**src/rtl/rv32_pkg.sv**
```systemverilog
// Shared RV32 definitions for the M-extension multiply/divide unit:
// funct3 operation encodings, FSM states and special-case result constants.
package rv32_pkg;

  localparam int unsigned XLEN = 32;

  localparam logic [XLEN-1:0] DIV0_QUOT = 32'hFFFF_FFFF;
  localparam logic [XLEN-1:0] INT_MIN   = 32'h8000_0000;

  typedef enum logic [2:0] {
    OP_MUL    = 3'b000,
    OP_MULH   = 3'b001,
    OP_MULHSU = 3'b010,
    OP_MULHU  = 3'b011,
    OP_DIV    = 3'b100,
    OP_DIVU   = 3'b101,
    OP_REM    = 3'b110,
    OP_REMU   = 3'b111
  } muldiv_op_e;

  typedef enum logic [1:0] {
    IDLE = 2'd0,
    CALC = 2'd1,
    DONE = 2'd2
  } muldiv_state_e;

  // Divide-class ops occupy the upper half of the funct3 space.
  function automatic logic is_div_op(input muldiv_op_e op);
    logic [2:0] raw;
    raw = op;
    return raw[2];
  endfunction

  // REM/REMU differ from DIV/DIVU in bit 1.
  function automatic logic is_rem_op(input muldiv_op_e op);
    logic [2:0] raw;
    raw = op;
    return raw[2] & raw[1];
  endfunction

endpackage

```
**src/rtl/muldiv_operand_prep.sv**
```systemverilog
// Combinational operand conditioning: per-op signedness, operand signs,
// magnitudes, and the divide-by-zero / signed-overflow special-case flags.
module muldiv_operand_prep
  import rv32_pkg::*;
(
  input  muldiv_op_e       op_i,
  input  logic [XLEN-1:0]  op_a_i,
  input  logic [XLEN-1:0]  op_b_i,
  output logic             sign_a_o,
  output logic             sign_b_o,
  output logic [XLEN-1:0]  mag_a_o,
  output logic [XLEN-1:0]  mag_b_o,
  output logic             div0_o,
  output logic             ovf_o
);

  logic signed_a;
  logic signed_b;

  assign signed_a = (op_i == OP_MULH) || (op_i == OP_MULHSU) ||
                    (op_i == OP_DIV)  || (op_i == OP_REM);
  assign signed_b = (op_i == OP_MULH) || (op_i == OP_DIV) || (op_i == OP_REM);

  assign sign_a_o = signed_a & op_a_i[XLEN-1];
  assign sign_b_o = signed_b & op_b_i[XLEN-1];

  // INT_MIN maps to 0x80000000, which is still the correct unsigned magnitude.
  assign mag_a_o = sign_a_o ? (~op_a_i + 1'b1) : op_a_i;
  assign mag_b_o = sign_b_o ? (~op_b_i + 1'b1) : op_b_i;

  assign div0_o = is_div_op(op_i) && (op_b_i == '0);
  assign ovf_o  = ((op_i == OP_DIV) || (op_i == OP_REM)) &&
                  (op_a_i == INT_MIN) && (op_b_i == '1);

endmodule

```
**src/rtl/ex_muldiv_unit.sv**
```systemverilog
// Iterative radix-2 RV32M multiply/divide unit for the execute stage.
// Optional macro FAST_MUL_EN: multiplies complete in one cycle via a wide multiplier.
module ex_muldiv_unit
  import rv32_pkg::*;
#(
  parameter int unsigned CNT_W = 6
) (
  input  logic             clk,
  input  logic             rst_n,
  input  logic             valid_e,
  input  logic [2:0]       funct3_e,
  input  logic [XLEN-1:0]  op_a_e,
  input  logic [XLEN-1:0]  op_b_e,
  input  logic             kill,
  output logic             stall,
  output logic             result_valid,
  output logic [XLEN-1:0]  result
);

  localparam logic [CNT_W-1:0] LAST_CNT = CNT_W'(XLEN - 1);

  muldiv_state_e    state_q;
  muldiv_op_e       op_q;
  logic             sa_q, sb_q;
  logic [CNT_W-1:0] cnt_q;
  logic [XLEN-1:0]  acc_hi_q, acc_lo_q, opnd_q;
  logic [XLEN-1:0]  result_q;
  logic             result_valid_q;

  muldiv_op_e      op_in;
  logic            sign_a, sign_b, div0, ovf;
  logic [XLEN-1:0] mag_a, mag_b;

  assign op_in = muldiv_op_e'(funct3_e);

  muldiv_operand_prep u_prep (
    .op_i     (op_in),
    .op_a_i   (op_a_e),
    .op_b_i   (op_b_e),
    .sign_a_o (sign_a),
    .sign_b_o (sign_b),
    .mag_a_o  (mag_a),
    .mag_b_o  (mag_b),
    .div0_o   (div0),
    .ovf_o    (ovf)
  );

  // One engine step. Multiply keeps {acc_hi, acc_lo} as partial product over
  // the shifting multiplier; divide keeps remainder in acc_hi, dividend/quotient in acc_lo.
  logic [XLEN:0]   mul_sum, div_shift, div_diff;
  logic            div_ge;
  logic [XLEN-1:0] acc_hi_d, acc_lo_d;

  always_comb begin
    mul_sum   = {1'b0, acc_hi_q} + (acc_lo_q[0] ? {1'b0, opnd_q} : '0);
    div_shift = {acc_hi_q, acc_lo_q[XLEN-1]};
    div_diff  = div_shift - {1'b0, opnd_q};
    div_ge    = ~div_diff[XLEN];
    if (is_div_op(op_q)) begin
      acc_hi_d = div_ge ? div_diff[XLEN-1:0] : div_shift[XLEN-1:0];
      acc_lo_d = {acc_lo_q[XLEN-2:0], div_ge};
    end else begin
      acc_hi_d = mul_sum[XLEN:1];
      acc_lo_d = {mul_sum[0], acc_lo_q[XLEN-1:1]};
    end
  end

  logic [2*XLEN-1:0] prod_mag, prod_s;
  logic [XLEN-1:0]   quot_s, rem_s, calc_res;

  always_comb begin
    prod_mag = {acc_hi_d, acc_lo_d};
    prod_s   = (sa_q ^ sb_q) ? (~prod_mag + 1'b1) : prod_mag;
    quot_s   = (sa_q ^ sb_q) ? (~acc_lo_d + 1'b1) : acc_lo_d;
    rem_s    = sa_q ? (~acc_hi_d + 1'b1) : acc_hi_d;
    calc_res = '0;
    case (op_q)
      OP_MUL:                        calc_res = prod_s[XLEN-1:0];
      OP_MULH, OP_MULHSU, OP_MULHU:  calc_res = prod_s[2*XLEN-1:XLEN];
      OP_DIV, OP_DIVU:               calc_res = quot_s;
      OP_REM, OP_REMU:               calc_res = rem_s;
      default:                       calc_res = '0;
    endcase
  end

  logic            special;
  logic [XLEN-1:0] spec_res;
`ifdef FAST_MUL_EN
  logic [2*XLEN-1:0] fast_prod;
  assign fast_prod = $signed({{XLEN{sign_a}}, op_a_e}) * $signed({{XLEN{sign_b}}, op_b_e});
`endif

  always_comb begin
    special  = div0 | ovf;
    spec_res = '0;
    if (div0) begin
      spec_res = is_rem_op(op_in) ? op_a_e : DIV0_QUOT;
    end else if (ovf) begin
      spec_res = is_rem_op(op_in) ? '0 : INT_MIN;
    end
`ifdef FAST_MUL_EN
    if (!is_div_op(op_in)) begin
      special  = 1'b1;
      spec_res = (op_in == OP_MUL) ? fast_prod[XLEN-1:0] : fast_prod[2*XLEN-1:XLEN];
    end
`endif
  end

  always_ff @(posedge clk) begin
    if (!rst_n) begin
      state_q        <= IDLE;
      op_q           <= OP_MUL;
      sa_q           <= 1'b0;
      sb_q           <= 1'b0;
      cnt_q          <= '0;
      acc_hi_q       <= '0;
      acc_lo_q       <= '0;
      opnd_q         <= '0;
      result_q       <= '0;
      result_valid_q <= 1'b0;
    end else begin
      result_valid_q <= 1'b0;
      if (kill) begin
        state_q <= IDLE;
      end else begin
        case (state_q)
          IDLE: if (valid_e) begin
            op_q  <= op_in;
            sa_q  <= sign_a;
            sb_q  <= sign_b;
            cnt_q <= '0;
            if (special) begin
              result_q       <= spec_res;
              result_valid_q <= 1'b1;
              state_q        <= DONE;
            end else begin
              acc_hi_q <= '0;
              acc_lo_q <= is_div_op(op_in) ? mag_a : mag_b;
              opnd_q   <= is_div_op(op_in) ? mag_b : mag_a;
              state_q  <= CALC;
            end
          end
          CALC: begin
            acc_hi_q <= acc_hi_d;
            acc_lo_q <= acc_lo_d;
            cnt_q    <= cnt_q + CNT_W'(1);
            if (cnt_q == LAST_CNT) begin
              result_q       <= calc_res;
              result_valid_q <= 1'b1;
              state_q        <= DONE;
            end
          end
          DONE:    state_q <= IDLE;
          default: state_q <= IDLE;
        endcase
      end
    end
  end

  assign stall        = ~kill & (((state_q == IDLE) & valid_e) | (state_q == CALC));
  assign result_valid = result_valid_q;
  assign result       = result_q;

endmodule

```
**config.mk**
```make
export PLATFORM = sky130hd
export DESIGN_NAME = ex_muldiv_unit
export DESIGN_NICKNAME = d
export VERILOG_FILES = /design/src/rtl/rv32_pkg.sv /design/src/rtl/muldiv_operand_prep.sv /design/src/rtl/ex_muldiv_unit.sv
export SDC_FILE = /design/constraint.sdc
export NUM_CORES = 1
export LEC_CHECK = 0
export CAP_MARGIN = 20
export CORE_UTILIZATION = 45
export DETAILED_ROUTE_END_ITERATION = 12
export PLACE_DENSITY = 0.65
export RECOVER_POWER = 50
export SLEW_MARGIN = 20
export SYNTH_ARGS = -nofsm -noshare
export SYNTH_HDL_FRONTEND = slang
export SYNTH_SLANG_ARGS = --single-unit
export TNS_END_PERCENT = 20
```
**constraint.sdc**
```tcl
create_clock -name clk -period 9.3 [get_ports clk]
set_input_delay 1.86 -clock clk [delete_from_list [all_inputs] [get_ports clk]]
set_output_delay 1.86 -clock clk [all_outputs]
set_load 0.03 [all_outputs]
```
==> impl_metrics.toml, run 1 <==
[outcome]
result_of_the_run = "finished with violations"
violations = "max-capacitance violations, max-slew violations"

[power_and_ir_drop]
fraction_of_power_consumed_by_the_clock_network_pct = 34.4
total_switching_power_mw = 0.885
power.share.sequential_pct = 30.2
power.ir.vdd_worst_mv = 0.122
p_total_mw = 2.17
leakage_nw = 6.89
power-per-cell-area_nw_per_um2 = 120
sw_frac_of_total_pct = 40.7
p_int_mw = 1.29
power_frac_comb_pct = 35.4

[final_layout]
layout-area-overhead-vs-synth_pct = 12.1
layout_common_cells = "nor2_1, nand2_1, o21ai_0"
design.final.nets = 2468
antenna_cells = 0
drive_above_1_share_pct = 5.61
final_common_cell = "nor2_1"

[cts]
cts_sinks = 142
clkLatencyLatePin_ns = 0.47
cts_hold_buf = 0
ctsLongestPathBuffers = 2
cts_repair_resize_count = 0
clock_tree.root_cell = "clkbuf_16"
post-cts-setup-buffers = 0
cts.htree.levels = 4
tritoncts_clock_tree = "built"
clk_pin_slew_worst_paths_ns = 0.07
numCtsBuffers = 17

[logic_synthesis]
synth_simple_gate_area_share_pct = 26.8
post_synth_xor_area_fraction_pct = 8.48
share_of_the_synthesized_area_in_compound_gates_ao_oa_aoi_oai_pct = 31.3
synth_top_family_by_area = "compound AO/OA/AOI/OAI gates"
netlist_area_um2 = 16100
netlist_instances = 2306
synthesis.nets = 2449
synthMuxAreaShare_pct = 4.95
synthFlopType = "dfxtp_1"
yosys_register_bits = 142
synth_enable_flop_cells = 0
ys_types = 102
synth-warning-count = 0
async_set_reset_flop_share_out_of_synthesis_pct = 0
syn_avg_cell_area_um2 = 6.99
yosysSeqAreaShare_pct = 17.6
synth_adder_area_share_pct = 5.68

[floorplan]
effective_utilization_at_floorplan_pct = 46.2
fp.coreArea_um2 = 34900
fp.dieArea_um2 = 36600
row_count = 68
floorplan.io_pins = 105
die_y_um = 191
dieWidth_um = 191

[worst_hold_path]
hold_class = "register to register"
worst_hold_path.endpoint = "opnd_q[19]$_SDFFE_PN0P_"
holdCritStartpoint = "opnd_q[19]$_SDFFE_PN0P_"
min_path_cells = 2

[critical_path]
arrival_ns = 7.56
maximum_net_fanout_on_the_critical_path = 68
worst_setup_path_end_kind = "register"
r2r_start = "acc_lo_q[31]$_SDFFE_PN0P_"
crit_required_ns = 9.50
r2r_end = "result[26]$_SDFFE_PN0P_"
criticalPathCategory = "input pin to register"
worst_r2r_path_depth = 24
start_kind = "input pin"
rrSetupSlack_ns = 2.45

[timing]
worstMarginPinSlew_ns = 3.60
clock-skew-final_ns = 0.0168
max_freq_mhz = 136
setup_viol_count_final = 0
layout_worst_path_cycle_share_pct = 79.1
relSlewSlack_pct = -140
period_needed_ns = 7.36
rsz0062_at_grt = "no"
finalHoldViolCount = 0
slew_viol_final = 198
setup-tns-final_ns = 0

[placement]
place.gp.congestion = 1.08
dp_hpwl_mm = 58.0
io_buffers = 104

[global_route]
grt_start_max_net_pins = 140
grt_remaining_overflow = 0
grt_util_all_layers_pct = 40.6
grt_pass1_vias = 16900
antenna_found_initial = 2
grt_first_pass_wirelength_mm = 110

[job]
maxCapViolCount = 4

[drt]
route.detailed.drc = 0
ant_nets = 0
detail_route.vias_per_cell = 6.78
num_vias = 18900
dr.first_iter.drc_count = 2562
route.detailed.wl_per_inst_um = 26.9
route.final.wire_length_mm = 75.0
drt_first_pass_iters = 6
critical path, stage by stage:
cell	delay (ns)
dlygate4sd3_1	0.53
clkbuf_1	0.94
clkinv_1	0.24
clkbuf_1	1.10
clkbuf_1	2.59
nor2_1	0.16
flip-flops by register name (all words and copies together) (netlist names):
| name | flops |
|---|---|
| sa_q | 1 |
| sb_q | 1 |
| acc_hi_q | 32 |
| opnd_q | 32 |
| state_q | 2 |
| op_q | 3 |
| result | 32 |
| acc_lo_q | 32 |
| cnt_q | 6 |
| result_valid | 1 |
Yosys cell counts (6+ instances only):
library cell  count  area [um^2]
nand4_1          33          206
a22oi_1          28          210
or4_1             7         52.6
a21o_1           29          218
a2bb2oi_1         7         61.3
nor2b_1          22          138
mux2_2            6         67.6
buf_2            19         95.1
nor4_1           23          144
inv_1            65          244
xor2_1           77          674
ha_1             70          876
o22ai_1          10         62.6
nor3b_1          12         90.1
buf_1            10         37.5
nand3_1          33          165
and4_1           12          105
o41ai_1          10         87.6
and3_1           21          131
o221ai_1         11         96.3
o21a_1           16          120
xnor2_1          79          692
o211ai_1         82          616
a31oi_1          38          238
a311oi_1          9         78.8
mux2i_1          73          731
a211o_1           6         52.6
nand2_1         249          935
clkbuf_1        102          383
o31ai_1          19          143
nand2b_1         13         81.3
a211oi_1         31          233
dfxtp_1         142         2840
nor2_1          263          987
or3_1            17          106
o21ai_0         199          996
nor3_1           66          330
or2_2             8         50.1
a21oi_1         194          971
and2_1           55          344
cell type report:
cell class / count / area, um^2
Multi-Input combinational cell: 1959 / 12500
Tap cell: 455 / 569
Clock inverter: 14 / 170
Inverter: 67 / 251
Sequential cell: 142 / 2850
Timing Repair Buffer: 138 / 1310
Clock buffer: 17 / 425
Fill cell: 3529 / 16800
through the flow:
step           setup WS [ns]  hold slack (ns)  util, %  instances  cell area, um^2
4_1_cts                 2.63            0.468     51.8       2790            18100
6_report                1.94            0.471     51.8       2792            18100
5_1_grt                 1.78            0.485     51.8       2792            18100
3_3_place_gp            2.35            0.455     50.0       2759            17500
2_1_floorplan           4.10            0.440        -       2306            16100
3_5_place_dp            2.22            0.459     50.0       2759            17500
per-layer routing:
| metal | share of wire, % | GRT usage, % | wire length [um] |
|---|---|---|---|
| met5 | 0.049 | 0 | 37 |
| met4 | 6.4 | 24.3 | 4790 |
| met1 | 41 | 53.1 | 30500 |
| met2 | 43 | 61.7 | 32200 |
| met3 | 10 | 7.55 | 7480 |
cells by family after synthesis:
| family | after synthesis |
|---|---|
| xor gates and xnor gates | 156 |
| buffers and inverters | 205 |
| and+or+nand+nor | 876 |
| AOI/OAI and AO/OA | 776 |
| muxes | 79 |
| adders and majority gates | 72 |
| DFF | 142 |
power groups by stage:
stage | clock network (mW) | logic [mW] | registers [mW]
after floorplan | 0 | 0.483 | 0.657
after CTS | 0.743 | 0.742 | 0.654
final | 0.746 | 0.769 | 0.656
after detailed placement | 0 | 0.739 | 0.668
after global placement | 0 | 0.736 | 0.667
after global routing | 0.765 | 0.810 | 0.658
worst max-delay path by stage:
stage,from,slack [ns],endpoint,cells past startpoint
3_3_place_gp,funct3_e[2],2.35,result[13]$_SDFFE_PN0P_,12
5_1_grt,rst_n,1.78,acc_hi_q[1]$_SDFFE_PN0P_,6
3_5_place_dp,funct3_e[2],2.22,result[13]$_SDFFE_PN0P_,12
2_1_floorplan,op_b_e[6],4.10,result[28]$_SDFFE_PN0P_,12
4_1_cts,acc_lo_q[31]$_SDFFE_PN0P_,2.63,result[26]$_SDFFE_PN0P_,24
6_report,rst_n,1.94,opnd_q[14]$_SDFFE_PN0P_,6
(Power assumes the default switching activity.)
==> run 2: changes to the inputs <==
Clock period 9.3 ns to 6.85 ns, I/O delays scaled along.
==> run 2 against run 1 <==
Against the previous run: the run still ends with max-capacitance violations, max-slew violations left; critical path type unchanged; sequential share of layout area is essentially flat; global-route usage is 0.084 points lower; register-to-register slack lost 1.6 ns; clock power up 26%; sequential power is 37% higher; first-iteration DRC count shrank 12%; core utilization increased by 0.13 points.
==> impl_metrics.toml, run 2 (synthesis gave the netlist of run 1 again) <==
[outcome]
result_of_the_run = "finished with violations"
violations = "max-capacitance violations, max-slew violations"

[power_and_ir_drop]
leakage_nw = 6.93
power.share.sequential_pct = 31.4
total_switching_power_mw = 1.18
power_frac_comb_pct = 35.8
fraction_of_power_consumed_by_the_clock_network_pct = 32.8
power.ir.vdd_worst_mv = 0.189
power-per-cell-area_nw_per_um2 = 158
sw_frac_of_total_pct = 41.2
p_int_mw = 1.69

[critical_path]
worst_setup_path_end_kind = "register"
r2r_start = "acc_lo_q[31]$_SDFFE_PN0P_"
maximum_net_fanout_on_the_critical_path = 42
arrival_ns = 6.76
rrSetupSlack_ns = 0.88
r2r_end = "result[12]$_SDFFE_PN0P_"
worst_r2r_path_depth = 23
crit_required_ns = 7.21
criticalPathCategory = "input pin to register"
start_kind = "input pin"
cp-startpoint = "op_b_e[6]"

[placement]
dp_hpwl_mm = 58.7
place.gp.congestion = 1.06
io_buffers = 104

[floorplan]
dieWidth_um = 191
floorplan.io_pins = 105
fp.dieArea_um2 = 36600
row_count = 68
die_y_um = 191
fp.coreArea_um2 = 34900
effective_utilization_at_floorplan_pct = 46.2

[timing]
setup_viol_count_final = 0
slew_viol_final = 243
period_needed_ns = 6.40
max_freq_mhz = 156
finalHoldViolCount = 0
rsz0062_at_grt = "no"
clock-skew-final_ns = 0.0168
relSlewSlack_pct = -95.0
fin_hold_ws_ns = 0.496
setup-tns-final_ns = 0
layout_worst_path_cycle_share_pct = 93.5
worstMarginPinSlew_ns = 2.91

[global_route]
grt_util_all_layers_pct = 40.5
met2_usage_pct = 62.6
grt_first_pass_wirelength_mm = 110
grtUsageMet3_pct = 7.88
antenna_found_initial = 2
grt_start_max_net_pins = 96
global_route.usage.met1_pct = 52.3
grt_pass1_vias = 17100
top_usage_layer = "met2"
grt_remaining_overflow = 0

[final_layout]
seqCellArea_um2 = 2850
layout-area-overhead-vs-synth_pct = 12.4
layout_common_cells = "nor2_1, nand2_1, o21ai_0"
fin_util_pct = 51.9
drive_above_1_share_pct = 6.20
final_common_cell = "nor2_1"
design.final.nets = 2483
combined_area_of_the_multi_input_logic_cells_um2 = 12500
final.fill_count = 3559

[cts]
tritoncts_clock_tree = "built"
cts_hold_buf = 0
cts_repair_resize_count = 0
post-cts-setup-buffers = 0
ctsLongestPathBuffers = 2
numCtsBuffers = 17
clkLatencyLatePin_ns = 0.46
clock_tree.root_cell = "clkbuf_16"
cts_sinks = 142
cts.htree.levels = 4
clk_pin_slew_worst_paths_ns = 0.07

[worst_hold_path]
holdCritStartpoint = "acc_lo_q[1]$_SDFFE_PN0P_"
hold_class = "register to register"
worst_hold_path.endpoint = "acc_lo_q[1]$_SDFFE_PN0P_"
min_path_cells = 2

[drt]
ant_nets = 0
route.detailed.drc = 0
dr.first_iter.drc_count = 2261
detail_route.vias_per_cell = 6.67
drt_first_pass_iters = 8
route.detailed.wl_per_inst_um = 26.6
route.final.wire_length_mm = 74.7
num_vias = 18700

[job]
maxCapViolCount = 5
## run 2: cell types whose count changed in the layout (fill, tap and decap cells not counted), moves of 2 or more
cell / previous run / this run
buf_4: 28 / 44
bufinv_16: 2 / 0
clkinvlp_4: 2 / 4
inv_6: 6 / 4
## run 2: routing by layer
layer  share of wire [%]  wire length [um]
met5               0.012                 9
met4                 6.4              4770
met3                 9.1              6800
met2                  43             32400
met1                  41             30800
## run 2: worst max path at each step
stage                                           to  slack [ns]  cells past startpoint
after global placement     result[26]$_SDFFE_PN0P_        0.78                     13
after global routing      acc_hi_q[5]$_SDFFE_PN0P_        0.26                     11
after detailed placement   result[23]$_SDFFE_PN0P_        0.68                     13
after floorplan            result[26]$_SDFFE_PN0P_        1.68                     24
after CTS                  result[12]$_SDFFE_PN0P_        1.06                     23
final                     acc_hi_q[5]$_SDFFE_PN0P_        0.45                     11
## run 2: metrics by stage
stage	instances	area, um^2	worst slack (ns)	power [mW]
global route	2808	18100	0.261	2.97
CTS	2807	18100	1.06	2.84
floorplan	2306	16100	1.68	1.55
detailed placement	2775	17600	0.678	1.91
global placement	2775	17600	0.776	1.91
finish	2809	18100	0.448	2.87
## run 2: power by group through the flow
stage               registers (mW)  clock network, mW  logic, mW
finish                       0.901              0.943       1.03
global placement             0.916                  0      0.990
detailed placement           0.917                  0      0.993
CTS                          0.898              0.947      0.997
floorplan                    0.893                  0      0.656
global route                 0.904              0.978       1.09
## run 2: worst max-delay path, stage by stage
cell and delay, ns:
dlygate4sd3_1 0.62, or4_1 0.59, or3_1 0.39, nor3_1 0.33, and3_1 0.30, and3_1 0.31
nor2_1 0.21, o21ai_4 0.16, clkbuf_1 1.85, a22oi_1 0.37, nor2_1 0.18
## run 2: layout make-up
class	instances	area share, %
antenna	1	0.0138
timing repair buffer	153	7.65
multi-input combinational	1959	68.9
clock inverter	14	0.712
clock buffer	18	2.42
sequential	142	15.7
tap	455	3.14
inverter	67	1.39
